<file path="config.mk">
export PLATFORM = sky130hd
export DESIGN_NAME = div_unit
export DESIGN_NICKNAME = d
export VERILOG_FILES = /design/src/rtl/div_pkg.sv /design/src/rtl/div_step.sv /design/src/rtl/div_unit.sv
export SDC_FILE = /design/constraint.sdc
export NUM_CORES = 1
export LEC_CHECK = 0
export ABC_AREA = 1
export CORE_MARGIN = 5
export CORE_UTILIZATION = 30
export DETAILED_ROUTE_END_ITERATION = 10
export PLACE_DENSITY_LB_ADDON = 0.2
export SLEW_MARGIN = 20
export SYNTH_ARGS = -nofsm -noshare
export SYNTH_HDL_FRONTEND = slang
export SYNTH_SLANG_ARGS = --single-unit
</file>
<file path="constraint.sdc">
create_clock -name clk -period 7.3 [get_ports clk]
set_input_delay 1.46 -clock clk [delete_from_list [all_inputs] [get_ports clk]]
set_output_delay 1.46 -clock clk [all_outputs]
set_load 0.01 [all_outputs]
</file>
<file path="src/rtl/div_pkg.sv">
// ============================================================================
// Module : div_pkg
// Desc   : Shared types and constants for the sequential restoring divider.
// Rev    : 1.0  initial release
// ============================================================================
`default_nettype none

package div_pkg;

   localparam int DIV_WIDTH = 32;
   localparam int DIV_CNT_W = $clog2(DIV_WIDTH + 1);

   typedef enum logic [1:0] {
      ST_IDLE = 2'd0,
      ST_RUN  = 2'd1,
      ST_DONE = 2'd2
   } div_state_e;

endpackage

`default_nettype wire

</file>
<file path="src/rtl/div_step.sv">
// ============================================================================
// Module : div_step
// Desc   : One combinational restoring-division step (shift, compare, subtract).
// Rev    : 1.0  initial release
// ============================================================================
`default_nettype none

module div_step
   import div_pkg::*;
#(
   parameter int WIDTH = DIV_WIDTH
) (
   input  logic [WIDTH-1:0] i_rem,
   input  logic             i_msb,
   input  logic [WIDTH-1:0] i_dvs,
   output logic [WIDTH-1:0] o_rem,
   output logic             o_qbit
);

   logic [WIDTH:0] w_trial;

   // Extra top bit keeps the carry out of the shift for the compare.
   assign w_trial = {i_rem, i_msb};
   assign o_qbit  = (w_trial >= {1'b0, i_dvs});
   assign o_rem   = o_qbit ? (w_trial[WIDTH-1:0] - i_dvs) : w_trial[WIDTH-1:0];

endmodule

`default_nettype wire

</file>
<file path="src/rtl/div_unit.sv">
// ============================================================================
// Module : div_unit
// Desc   : Sequential one-bit-per-cycle restoring divider, q = y / x, r = y % x.
//          Define DIV_SIGNED_EN for two's-complement operands.
// Rev    : 1.0  initial release
// ============================================================================
`default_nettype none

module div_unit
   import div_pkg::*;
#(
   parameter int WIDTH = DIV_WIDTH
) (
   input  logic             clk,
   input  logic             rst,
   input  logic             en,
   input  logic [WIDTH-1:0] y,
   input  logic [WIDTH-1:0] x,
   output logic [WIDTH-1:0] q,
   output logic [WIDTH-1:0] r,
   output logic             done
);

   localparam int CNT_W = $clog2(WIDTH + 1);

   div_state_e       state_q, state_d;
   logic [CNT_W-1:0] cnt_q,   cnt_d;
   logic [WIDTH-1:0] dvd_q,   dvd_d;
   logic [WIDTH-1:0] dvs_q,   dvs_d;
   logic [WIDTH-1:0] rem_q,   rem_d;
   logic [WIDTH-1:0] quo_q,   quo_d;
   logic [WIDTH-1:0] res_q,   res_d;
   logic             done_q,  done_d;
`ifdef DIV_SIGNED_EN
   logic             qneg_q,  qneg_d;
   logic             rneg_q,  rneg_d;
`endif

   logic [WIDTH-1:0] w_step_rem;
   logic             w_step_qbit;

   div_step #(.WIDTH(WIDTH)) u_step (
      .i_rem  (rem_q),
      .i_msb  (dvd_q[WIDTH-1]),
      .i_dvs  (dvs_q),
      .o_rem  (w_step_rem),
      .o_qbit (w_step_qbit)
   );

   always_comb begin
      state_d = state_q;
      cnt_d   = cnt_q;
      dvd_d   = dvd_q;
      dvs_d   = dvs_q;
      rem_d   = rem_q;
      quo_d   = quo_q;
      res_d   = res_q;
      done_d  = 1'b0;
`ifdef DIV_SIGNED_EN
      qneg_d  = qneg_q;
      rneg_d  = rneg_q;
`endif
      // A start pulse in any state restarts; an aborted run never reaches DONE.
      if (en) begin
`ifdef DIV_SIGNED_EN
         dvd_d  = y[WIDTH-1] ? -y : y;
         dvs_d  = x[WIDTH-1] ? -x : x;
         qneg_d = (y[WIDTH-1] ^ x[WIDTH-1]) && (x != '0);
         rneg_d = y[WIDTH-1];
`else
         dvd_d  = y;
         dvs_d  = x;
`endif
         rem_d   = '0;
         cnt_d   = CNT_W'(WIDTH);
         state_d = ST_RUN;
      end else begin
         case (state_q)
            ST_RUN: begin
               rem_d = w_step_rem;
               dvd_d = {dvd_q[WIDTH-2:0], w_step_qbit};
               cnt_d = cnt_q - CNT_W'(1);
               if (cnt_q == CNT_W'(1)) state_d = ST_DONE;
            end
            ST_DONE: begin
`ifdef DIV_SIGNED_EN
               // Divide-by-zero keeps the all-ones quotient, i.e. -1.
               quo_d = qneg_q ? -dvd_q : dvd_q;
               res_d = rneg_q ? -rem_q : rem_q;
`else
               quo_d = dvd_q;
               res_d = rem_q;
`endif
               done_d  = 1'b1;
               state_d = ST_IDLE;
            end
            default: state_d = ST_IDLE;
         endcase
      end
   end

   always_ff @(posedge clk or posedge rst) begin
      if (rst) begin
         state_q <= ST_IDLE;
         cnt_q   <= '0;
         dvd_q   <= '0;
         dvs_q   <= '0;
         rem_q   <= '0;
         quo_q   <= '0;
         res_q   <= '0;
         done_q  <= 1'b0;
`ifdef DIV_SIGNED_EN
         qneg_q  <= 1'b0;
         rneg_q  <= 1'b0;
`endif
      end else begin
         state_q <= state_d;
         cnt_q   <= cnt_d;
         dvd_q   <= dvd_d;
         dvs_q   <= dvs_d;
         rem_q   <= rem_d;
         quo_q   <= quo_d;
         res_q   <= res_d;
         done_q  <= done_d;
`ifdef DIV_SIGNED_EN
         qneg_q  <= qneg_d;
         rneg_q  <= rneg_d;
`endif
      end
   end

   assign q    = quo_q;
   assign r    = res_q;
   assign done = done_q;

endmodule

`default_nettype wire

</file>
==> results of run 1 <==
## synth_stat cells
library cell | number | share of area, %
sky130_fd_sc_hd__nand2_1 | 456 | 18
sky130_fd_sc_hd__inv_1 | 211 | 8.3
sky130_fd_sc_hd__dfrtp_1 | 169 | 45
sky130_fd_sc_hd__o21ai_0 | 96 | 5.1
sky130_fd_sc_hd__nand3_1 | 88 | 4.6
sky130_fd_sc_hd__nor2_1 | 46 | 1.8
sky130_fd_sc_hd__ha_1 | 34 | 4.5
sky130_fd_sc_hd__o221ai_1 | 31 | 2.9
sky130_fd_sc_hd__a21oi_1 | 24 | 1.3
sky130_fd_sc_hd__clkbuf_1 | 23 | 0.91
sky130_fd_sc_hd__xnor2_1 | 13 | 1.2
sky130_fd_sc_hd__buf_2 | 11 | 0.58
sky130_fd_sc_hd__nand2_2 | 11 | 0.72
sky130_fd_sc_hd__inv_2 | 10 | 0.40
sky130_fd_sc_hd__nand4_1 | 9 | 0.59
sky130_fd_sc_hd__nor2_2 | 6 | 0.40
sky130_fd_sc_hd__o21ai_1 | 6 | 0.32
sky130_fd_sc_hd__o21ai_2 | 6 | 0.55
sky130_fd_sc_hd__and2_1 | 4 | 0.26
sky130_fd_sc_hd__buf_1 | 4 | 0.16
sky130_fd_sc_hd__buf_6 | 3 | 0.36
sky130_fd_sc_hd__nand3b_1 | 3 | 0.24
sky130_fd_sc_hd__nor2_4 | 3 | 0.36
sky130_fd_sc_hd__buf_4 | 2 | 0.16
sky130_fd_sc_hd__nor3_1 | 2 | 0.11
sky130_fd_sc_hd__nor4_1 | 2 | 0.13
sky130_fd_sc_hd__o21bai_1 | 2 | 0.16
sky130_fd_sc_hd__or2_2 | 2 | 0.13
sky130_fd_sc_hd__a21oi_2 | 1 | 0.092
sky130_fd_sc_hd__clkinv_1 | 1 | 0.039
sky130_fd_sc_hd__fa_1 | 1 | 0.21
sky130_fd_sc_hd__nand2_4 | 1 | 0.12
sky130_fd_sc_hd__nand2_8 | 1 | 0.21
sky130_fd_sc_hd__nand3_2 | 1 | 0.11
sky130_fd_sc_hd__nor2_8 | 1 | 0.21
sky130_fd_sc_hd__nor3_2 | 1 | 0.11
sky130_fd_sc_hd__o211ai_1 | 1 | 0.079
sky130_fd_sc_hd__o22ai_1 | 1 | 0.066
sky130_fd_sc_hd__xor2_1 | 1 | 0.092
## routing by layer
layer	global-route usage, %	vias to the layer above
met3	2.61	24
met1	21.1	3836
li1	-	4254
met5	0	-
met4	3.73	0
met2	24.3	124
## power breakdown
part / internal (mW) / switching [mW] / total [mW]
Sequential: 1.10 / 0.0905 / 1.19
Combinational: 0.607 / 1.11 / 1.72
Clock: 0.470 / 0.472 / 0.943
## cell type report
| cell class | count | share of cell area (%) |
|---|---|---|
| Multi-Input combinational cell | 854 | 36.0 |
| Sequential cell | 169 | 35.9 |
| Timing Repair Buffer | 135 | 11.4 |
| Inverter | 222 | 7.13 |
| Tap cell | 402 | 4.27 |
| Clock buffer | 17 | 3.61 |
| Clock inverter | 15 | 1.61 |
## path summary, 6_finish.rpt
path,endpoint,slack [ns],cells after the start
max reg2reg,dvd_q[5]$_DFFE_PP0P_,4.19,5
max in group asynchronous,dvs_q[15]$_DFFE_PP0P_,4.83,3
min in group asynchronous,q[18]$_DFFE_PP0P_,1.41,2
min reg2reg,r[28]$_DFFE_PP0P_,0.48,2
min,r[28]$_DFFE_PP0P_,0.48,2
max,dvd_q[5]$_DFFE_PP0P_,3.21,4
## cells in the final DEF (no fill, tap or decap), drive strengths merged, types with 2 or more instances in the layout
cell           Yosys  routed
a21oi             25      25
and2               4       4
buf               20       5
clkbuf            23      17
clkdlybuf4s50      0     130
clkinv             1       8
dfrtp            169     169
ha                34      34
inv              221     228
nand2            469     469
nand3             89      89
nand3b             3       3
nand4              9       9
nor2              56      56
nor3               3       3
nor4               2       2
o21ai            108     108
o21bai             2       2
o221ai            31      31
or2                2       2
xnor2             13      13
## registers in the layout (all words and copies together) (netlist names)
| register | flops |
|---|---|
| dvd_q | 32 |
| rem_q | 32 |
| dvs_q | 32 |
| done | 1 |
| state_q | 2 |
| q | 32 |
| r | 32 |
| cnt_q | 6 |
## through the flow
| step | util (%) | hold slack, ns | instance area (um2) | worst slack (ns) | power [mW] |
|---|---|---|---|---|---|
| 2_1_floorplan | - | 0.448 | 9500 | 1.26 | 2.48 |
| 3_3_place_gp | 35.5 | 0.459 | 11200 | 2.80 | 2.92 |
| 3_5_place_dp | 35.5 | 0.465 | 11200 | 2.75 | 2.94 |
| 4_1_cts | 37.5 | 0.483 | 11800 | 3.21 | 3.90 |
| 5_1_grt | 37.5 | 0.504 | 11800 | 2.99 | 4.20 |
| 6_report | 37.5 | 0.481 | 11800 | 3.21 | 3.85 |
## cells by family (layout without fill, tap and decap cells)
family	Yosys count	count (layout)	share of synthesized area [%]
buf+inv	265	389	10.9
flops	169	169	44.5
xor+xnor	14	14	1.29
compound gates	168	168	10.4
fa+ha+maj	35	35	4.69
simple gates	637	637	28.2
## worst max-delay path, stage by stage
cell	delay, ns
sky130_fd_sc_hd__buf_4	0.39
sky130_fd_sc_hd__nor2_4	0.84
sky130_fd_sc_hd__clkinv_1	1.12
sky130_fd_sc_hd__o221ai_1	0.54
==> impl_metrics.env, run 1 <==
export IMPL_register_area_share_after_synthesis_pct=44.5
export IMPL_globalplace_congestion=0.890
export IMPL_clock_tree_buffer_depth=2
export IMPL_type_of_element_capturing_the_critical_path="register"
export IMPL_setup_viol=0
export IMPL_max_h_tree_level=4
export IMPL_critical_path_startpoint_type="input port"
export IMPL_cts_inserted_buffers=17
export IMPL_layout_worst_path_cycle_share_pct=56.0
export IMPL_num_nets_final=1501
export IMPL_dr_max_layer_used="met4"
export IMPL_hold_viol_final=0
export IMPL_post_synth_inst_count=1288
export IMPL_numClockSinks=169
export IMPL_path_max_fanout=101
export IMPL_worstMarginPinSlew_ns=1.07
export IMPL_timing_max_transition_violations_final=0
export IMPL_insertedDiodeCount=0
export IMPL_m1WireLength_mm=13.0
export IMPL_first_global_vias=8389
export IMPL_die_area_um2=35300
export IMPL_synth_yosys_warnings=0
export IMPL_ir_worst_vdd_v=0.000159
export IMPL_arrival_ns=4.41
export IMPL_syn_to_final_growth_pct=23.9
export IMPL_power_density_nw_per_um2=327
export IMPL_x_dimension_of_the_die_um=188
export IMPL_clock_tree_root_cell="sky130_fd_sc_hd__clkbuf_16"
export IMPL_synth_avg_cell_area_um2=7.38
export IMPL_floorplan_core_area_um2=31400
export IMPL_path_class="input port to register"
export IMPL_initial_core_util_pct=30.3
export IMPL_first_pass_iters=5
export IMPL_cp_startpoint="en"
export IMPL_drv_cap=0
export IMPL_regArea_um2=4230
export IMPL_detail_route_antenna_nets=0
export IMPL_static_leakage_power_nw=6.07
export IMPL_worstSkewPairLatency_ns=0.44
export IMPL_dp_hpwl_mm=19.1
export IMPL_finalCriticalPeriod_ns=4.09
export IMPL_synth_net_count=1390
export IMPL_grt_setup_unrepaired="false"
export IMPL_cp_data_required_time_ns=7.62
export IMPL_detailedRoute_firstIterationViolations=470
export IMPL_fin_cells=1814
export IMPL_hp_class="register to register"
export IMPL_die_height_um=188
export IMPL_finClkSkew_ns=0.0152
export IMPL_status="finished, final reports clean"
export IMPL_met2WireLength_mm=12.0
export IMPL_totalWireLength_mm=26.2
export IMPL_placed_cells_incl_taps=1782
export IMPL_io_pin_count=132
export IMPL_post_route_cells_drive_above_1_share_pct=5.95
export IMPL_maxClockFrequency_mhz=245
export IMPL_post_cts_hold_buffer_count=0
export IMPL_numPortBuffers=131
export IMPL_wl_per_cell_um=14.4
export IMPL_postSynthRegisterBits=169
export IMPL_post_cts_resized=0
export IMPL_post_cts_setup_buffer_count=0
export IMPL_synthesis_area_um2=9500
export IMPL_grt_start_max_net_pins=122
export IMPL_track_usage_pct=15.1
export IMPL_worst_slew_margin_rel_pct=28.5
export IMPL_initial_antenna_violation_count=0
export IMPL_worstHoldStart="r[28]$_DFFE_PP0P_"
export IMPL_timing_rr_start="state_q[1]$_DFFE_PP0P_"
export IMPL_fp_rows=65
export IMPL_fin_setup_tns_ns=0
export IMPL_tritoncts="built"
export IMPL_drcViolationCount=0
export IMPL_synth_distinct_cells=39
export IMPL_clk_transition_reported_paths_ns=0.08
export IMPL_grt_overflow_total=0
export IMPL_num_fill_cells=3344
export IMPL_vias=8238
export IMPL_met3_wl_um=826
export IMPL_multiInputGateArea_um2=4240
export IMPL_grt_pass1_wl_mm=43.9
export IMPL_post_drt_via_cell_ratio=4.54
No activity file was read; power rests on OpenSTA's default activity.
==> run 2, diff against run 1 <==
==> constraint.sdc (replaced) <==
create_clock -name clk -period 4.25 [get_ports clk]
set_input_delay 0.85 -clock clk [delete_from_list [all_inputs] [get_ports clk]]
set_output_delay 0.85 -clock clk [all_outputs]
set_load 0.01 [all_outputs]
==> impl_metrics.env, run 2 (synthesized netlist as in run 1, its figures left out) <==
export IMPL_arrival_ns=2.99
export IMPL_initial_antenna_violation_count=0
export IMPL_whs_path_cells=2
export IMPL_finalCriticalPeriod_ns=2.68
export IMPL_ir_worst_vdd_v=0.000252
export IMPL_finalWorstSetupSlack_ns=1.57
export IMPL_worstHoldStart="r[29]$_DFFE_PP0P_"
export IMPL_dp_hpwl_mm=19.4
export IMPL_max_h_tree_level=4
export IMPL_worst_path_max_delay_cell="sky130_fd_sc_hd__nor2_8"
export IMPL_timing_hold_worst_endpoint="r[29]$_DFFE_PP0P_"
export IMPL_static_leakage_power_nw=6.08
export IMPL_clk_transition_reported_paths_ns=0.08
export IMPL_numPortBuffers=131
export IMPL_post_route_cells_drive_above_1_share_pct=6.01
export IMPL_track_usage_pct=15.2
export IMPL_timing_critical_path_slowest_cell_delay_ns=0.42
export IMPL_path_class="register to register"
export IMPL_drcViolationCount=0
export IMPL_hp_class="register to register"
export IMPL_grt_start_max_net_pins=122
export IMPL_placed_cells_incl_taps=1785
export IMPL_grt_pass1_wl_mm=43.9
export IMPL_timing_max_transition_violations_final=0
export IMPL_die_height_um=188
export IMPL_wl_per_cell_um=14.5
export IMPL_vias=8214
export IMPL_first_pass_iters=5
export IMPL_detail_route_antenna_nets=0
export IMPL_worst_r2r_setup_slack_ns=1.57
export IMPL_reg2reg_depth=11
export IMPL_detailedRoute_firstIterationViolations=461
export IMPL_fin_setup_tns_ns=0
export IMPL_status="finished, final reports clean"
export IMPL_critical_path_startpoint_type="register"
export IMPL_floorplan_core_area_um2=31400
export IMPL_syn_to_final_growth_pct=24.1
export IMPL_worstSkewPairLatency_ns=0.43
export IMPL_clock_tree_buffer_depth=2
export IMPL_finClkSkew_ns=0.0137
export IMPL_type_of_element_capturing_the_critical_path="register"
export IMPL_setup_viol=0
export IMPL_post_cts_resized=0
export IMPL_worstMarginPinSlew_ns=1.04
export IMPL_power_density_nw_per_um2=560
export IMPL_timing_rr_start="rem_q[27]$_DFFE_PP0P_"
export IMPL_post_cts_setup_buffer_count=0
export IMPL_worst_slew_margin_rel_pct=30.4
export IMPL_grt_overflow_total=0
export IMPL_first_global_vias=8261
export IMPL_critPathTopFamily="simple AND/OR/NAND/NOR gates"
export IMPL_die_area_um2=35300
export IMPL_post_drt_via_cell_ratio=4.52
export IMPL_insertedDiodeCount=0
export IMPL_tritoncts="built"
export IMPL_hold_viol_final=0
export IMPL_cts_inserted_buffers=17
export IMPL_grt_setup_unrepaired="false"
export IMPL_initial_core_util_pct=30.3
export IMPL_series_of_cell_instances_along_the_critical_path="ha_1, a21oi_1, nand2_1, a21oi_1, nand2_2, nor2_8, nand2_8, nand2_2, nand2_1, nand2_1, nand2_1"
export IMPL_num_nets_final=1504
export IMPL_fp_rows=65
export IMPL_post_place_ws_ns=1.42
export IMPL_maxClockFrequency_mhz=373
export IMPL_drv_cap=0
export IMPL_clock_tree_root_cell="sky130_fd_sc_hd__clkbuf_16"
export IMPL_mostFrequentLayoutCell="sky130_fd_sc_hd__nand2_1"
export IMPL_cp_data_required_time_ns=4.57
export IMPL_totalWireLength_mm=26.4
export IMPL_crit_buf_inv=0
export IMPL_layout_common_cells="sky130_fd_sc_hd__nand2_1, sky130_fd_sc_hd__inv_1, sky130_fd_sc_hd__dfrtp_1"
export IMPL_layout_worst_path_cycle_share_pct=63.0
export IMPL_path_max_fanout=33
export IMPL_globalplace_congestion=0.875
export IMPL_numClockSinks=169
export IMPL_io_pin_count=132
export IMPL_fin_cells=1816
export IMPL_post_cts_hold_buffer_count=0
export IMPL_crit_reg2reg_capture="rem_q[31]$_DFFE_PP0P_"
export IMPL_path_common_cell="sky130_fd_sc_hd__nand2_1"
export IMPL_x_dimension_of_the_die_um=188
[run 2: how the worst max path moves through the flow]
stage / start / end / slack, ns / depth (start not counted)
2_1_floorplan: rst / cnt_q[0]$_DFFE_PP0P_ / 1.25 / 1
3_3_place_gp: en / q[30]$_DFFE_PP0P_ / 1.50 / 5
3_5_place_dp: en / q[11]$_DFFE_PP0P_ / 1.42 / 5
4_1_cts: rem_q[27]$_DFFE_PP0P_ / rem_q[31]$_DFFE_PP0P_ / 1.58 / 11
5_1_grt: rem_q[27]$_DFFE_PP0P_ / rem_q[31]$_DFFE_PP0P_ / 1.33 / 11
6_report: rem_q[27]$_DFFE_PP0P_ / rem_q[31]$_DFFE_PP0P_ / 1.57 / 11
[run 2: stage by stage]
| stage | power, mW | hold WS [ns] | instance area (um2) | utilization, % |
|---|---|---|---|---|
| after global routing | 7.20 | 0.500 | 11800 | 37.6 |
| after global placement | 5.03 | 0.461 | 11200 | 35.7 |
| after floorplan | 4.25 | 0.448 | 9510 | - |
| after detailed placement | 5.04 | 0.462 | 11200 | 35.7 |
| final | 6.61 | 0.475 | 11800 | 37.6 |
| after CTS | 6.70 | 0.478 | 11800 | 37.6 |
[run 2: power by group]
part | switching [mW] | total [mW] | internal (mW)
logic | 1.91 | 2.96 | 1.05
registers | 0.152 | 2.04 | 1.88
clock network | 0.711 | 1.61 | 0.898
[run 2: layout make-up]
| class | instances | area, um2 |
|---|---|---|
| Clock inverter | 13 | 163 |
| Clock buffer | 18 | 439 |
| Fill cell | 3400 | 19600 |
| Multi-Input combinational cell | 854 | 4240 |
| Sequential cell | 169 | 4230 |
| Timing Repair Buffer | 138 | 1390 |
| Inverter | 222 | 838 |
| Tap cell | 402 | 503 |
[run 2: worst reg2reg max path: stages (launching register included)]
cell,delay (ns)
sky130_fd_sc_hd__dfrtp_1,0.41
sky130_fd_sc_hd__ha_1,0.36
sky130_fd_sc_hd__a21oi_1,0.27
sky130_fd_sc_hd__nand2_1,0.10
sky130_fd_sc_hd__a21oi_1,0.21
sky130_fd_sc_hd__nand2_2,0.12
sky130_fd_sc_hd__nor2_8,0.42
sky130_fd_sc_hd__nand2_8,0.25
sky130_fd_sc_hd__nand2_2,0.24
sky130_fd_sc_hd__nand2_1,0.07
sky130_fd_sc_hd__nand2_1,0.06
sky130_fd_sc_hd__nand2_1,0.04
[run 2: layer usage]
metal / part of all wire, % / track usage (%) / vias up
met2: 46 / 24.4 / 132
met4: 1.3 / 3.90 / 0
met1: 50 / 21.3 / 3805
met5: 0 / 0 / -
met3: 3.3 / 2.70 / 19
li1: - / - / 4258
==> run 3, diff against run 2 <==
==> constraint.sdc (replaced) <==
create_clock -name clk -period 2.2 [get_ports clk]
set_input_delay 0.44 -clock clk [delete_from_list [all_inputs] [get_ports clk]]
set_output_delay 0.44 -clock clk [all_outputs]
set_load 0.01 [all_outputs]
==> impl_metrics.env, run 3 (synthesized netlist as in run 1, its figures left out) <==
export IMPL_status="finished, final reports clean"
export IMPL_power_density_nw_per_um2=1130
export IMPL_type_of_element_capturing_the_critical_path="register"
export IMPL_num_nets_final=1572
export IMPL_path_class="register to register"
export IMPL_first_pass_iters=5
export IMPL_worst_slew_margin_rel_pct=67.2
export IMPL_critical_path_startpoint_type="register"
export IMPL_initial_antenna_violation_count=0
export IMPL_io_pin_count=132
export IMPL_cp_data_required_time_ns=2.58
export IMPL_tritoncts="built"
export IMPL_cp_depth=15
export IMPL_syn_to_final_growth_pct=36.2
export IMPL_cp_startpoint="rem_q[23]$_DFFE_PP0P_"
export IMPL_share_comb_of_total_power_pct=50.5
export IMPL_initial_core_util_pct=30.3
export IMPL_crit_reg2reg_capture="rem_q[27]$_DFFE_PP0P_"
export IMPL_hold_viol_final=0
export IMPL_timing_max_transition_violations_final=0
export IMPL_fp_rows=65
export IMPL_finClkSkew_ns=0.0175
export IMPL_layout_common_cells="sky130_fd_sc_hd__nand2_1, sky130_fd_sc_hd__inv_1, sky130_fd_sc_hd__dfrtp_1"
export IMPL_grt_pass1_wl_mm=45.3
export IMPL_fin_setup_tns_ns=0
export IMPL_net_switching_power_mw=6.11
export IMPL_detailedRoute_firstIterationViolations=481
export IMPL_globalplace_congestion=0.874
export IMPL_clkPwrFrac_pct=22.1
export IMPL_finalCriticalPeriod_ns=2.10
export IMPL_power_share_sequential_pct=27.4
export IMPL_arrival_ns=2.49
export IMPL_die_height_um=188
export IMPL_drcViolationCount=0
export IMPL_timing_critical_path_slowest_cell_delay_ns=0.42
export IMPL_grt_start_max_net_pins=122
export IMPL_wl_per_cell_um=15.1
export IMPL_worst_r2r_setup_slack_ns=0.1
export IMPL_x_dimension_of_the_die_um=188
export IMPL_worstHoldStart="en"
export IMPL_track_usage_pct=15.8
export IMPL_drv_cap=0
export IMPL_dp_hpwl_mm=20.8
export IMPL_worst_path_max_delay_cell="sky130_fd_sc_hd__dfrtp_1"
export IMPL_numPortBuffers=131
export IMPL_grt_setup_unrepaired="true"
export IMPL_reg2reg_depth=15
export IMPL_post_drt_via_cell_ratio=4.56
export IMPL_die_area_um2=35300
export IMPL_maxClockFrequency_mhz=475
export IMPL_timing_rr_start="rem_q[23]$_DFFE_PP0P_"
export IMPL_worstMarginPinSlew_ns=0.487
export IMPL_mostFrequentLayoutCell="sky130_fd_sc_hd__nand2_1"
export IMPL_hp_class="input port to register"
export IMPL_setup_viol=0
export IMPL_clk_transition_reported_paths_ns=0.08
export IMPL_insertedDiodeCount=0
export IMPL_static_leakage_power_nw=6.46
export IMPL_floorplan_core_area_um2=31400
export IMPL_path_max_fanout=5
export IMPL_cts_inserted_buffers=17
export IMPL_totalWireLength_mm=28.5
export IMPL_series_of_cell_instances_along_the_critical_path="ha_4, nand2_1, nor2_4, nand3_1, nor2_1, nand2_1, nand2_2, nor2_8, buf_6, buf_4, nand3_1, nand2_1, inv_1, nand2_1, nand2_1"
export IMPL_first_global_vias=8542
export IMPL_ir_worst_vdd_v=0.000504
export IMPL_crit_end="rem_q[27]$_DFFE_PP0P_"
export IMPL_max_h_tree_level=4
export IMPL_power_internal_mw=8.50
export IMPL_clock_tree_buffer_depth=2
export IMPL_detail_route_antenna_nets=0
export IMPL_path_common_cell="sky130_fd_sc_hd__nand2_1"
export IMPL_layout_worst_path_cycle_share_pct=95.6
export IMPL_holdWs_ns=0.256
export IMPL_grt_overflow_total=0
export IMPL_placed_cells_incl_taps=1832
export IMPL_fin_cells=1885
export IMPL_swShare_pct=41.8
export IMPL_clock_tree_root_cell="sky130_fd_sc_hd__clkbuf_16"
export IMPL_vias=8587
export IMPL_critPathTopFamily="simple AND/OR/NAND/NOR gates"
export IMPL_post_route_cells_drive_above_1_share_pct=16.1
export IMPL_worstSkewPairLatency_ns=0.45
export IMPL_numClockSinks=169
export IMPL_crit_buf_inv=3
run 3: cell count changes in the layout (fill, tap and decap cells not counted), moves of 5 or more:
| cell | previous run | this run |
|---|---|---|
| sky130_fd_sc_hd__a21oi_1 | 24 | 19 |
| sky130_fd_sc_hd__nand2_1 | 456 | 435 |
| sky130_fd_sc_hd__inv_2 | 10 | 24 |
| sky130_fd_sc_hd__ha_4 | 0 | 30 |
| sky130_fd_sc_hd__nand2_2 | 11 | 27 |
| sky130_fd_sc_hd__ha_1 | 34 | 4 |
| sky130_fd_sc_hd__nor2_2 | 6 | 12 |
| sky130_fd_sc_hd__buf_4 | 5 | 65 |
| sky130_fd_sc_hd__inv_1 | 209 | 195 |
| sky130_fd_sc_hd__nor2_1 | 46 | 37 |
run 3: worst min path at each step:
stage | end | slack (ns) | depth (start not counted)
after global routing | state_q[0]$_DFFE_PP0P_ | 0.25 | 3
final | state_q[0]$_DFFE_PP0P_ | 0.26 | 3
after detailed placement | r[30]$_DFFE_PP0P_ | 0.46 | 2
after floorplan | dvs_q[0]$_DFFE_PP0P_ | 0.45 | 2
after CTS | state_q[0]$_DFFE_PP0P_ | 0.23 | 3
after global placement | r[30]$_DFFE_PP0P_ | 0.46 | 2
run 3: area by class of cell:
cell class | instances | area [um2]
tap | 402 | 503
sequential | 169 | 4230
multi-input combinational | 854 | 4790
fill | 3272 | 18500
timing repair buffer | 206 | 1970
clock buffer | 17 | 425
inverter | 222 | 838
clock inverter | 15 | 188
run 3: power groups by stage:
stage / Combinational [mW] / Clock, mW / Sequential [mW]
after floorplan: 4.26 / 0 / 3.96
after global routing: 8.24 / 3.44 / 4.07
final: 7.38 / 3.22 / 4.01
after CTS: 6.50 / 3.30 / 3.92
after global placement: 6.41 / 0 / 3.96
after detailed placement: 6.43 / 0 / 3.98
run 3: layer usage:
metal,vias up,wire [um],GRT usage (%),part of all wire (%)
met5,-,0,0,0
met4,0,335,3.78,1.2
met3,25,803,2.57,2.8
met2,123,13200,25.7,46
met1,4030,14100,22.2,50
li1,4409,-,-,-
run 3: per-stage QoR:
step	cell area, um2	power [mW]	worst slack (ns)	util [%]
after floorplan	9510	8.22	-0.395	-
after global placement	11600	10.4	-0.0741	36.9
after detailed placement	11600	10.4	-0.0495	36.9
after CTS	12200	13.7	0.000495	39.0
after global routing	12900	15.7	-0.0145	41.2
final	12900	14.6	0.0959	41.2
run 3: repair_timing:
item | 4_1_cts | 5_1_grt
pin swaps | 0 | 24
gates cloned | 0 | 0
setup endpoints to repair | 27 | 33
hold buffers | 0 | 0
resized for setup | 8 | 106
setup buffers | 0 | 22
endpoints found under the hold margin | 0 | 0
run 3: worst min-delay path, cell delays in order:
cell and delay, ns:
sky130_fd_sc_hd__buf_4 0.13, sky130_fd_sc_hd__a21oi_1 0.05, sky130_fd_sc_hd__inv_1 0.04
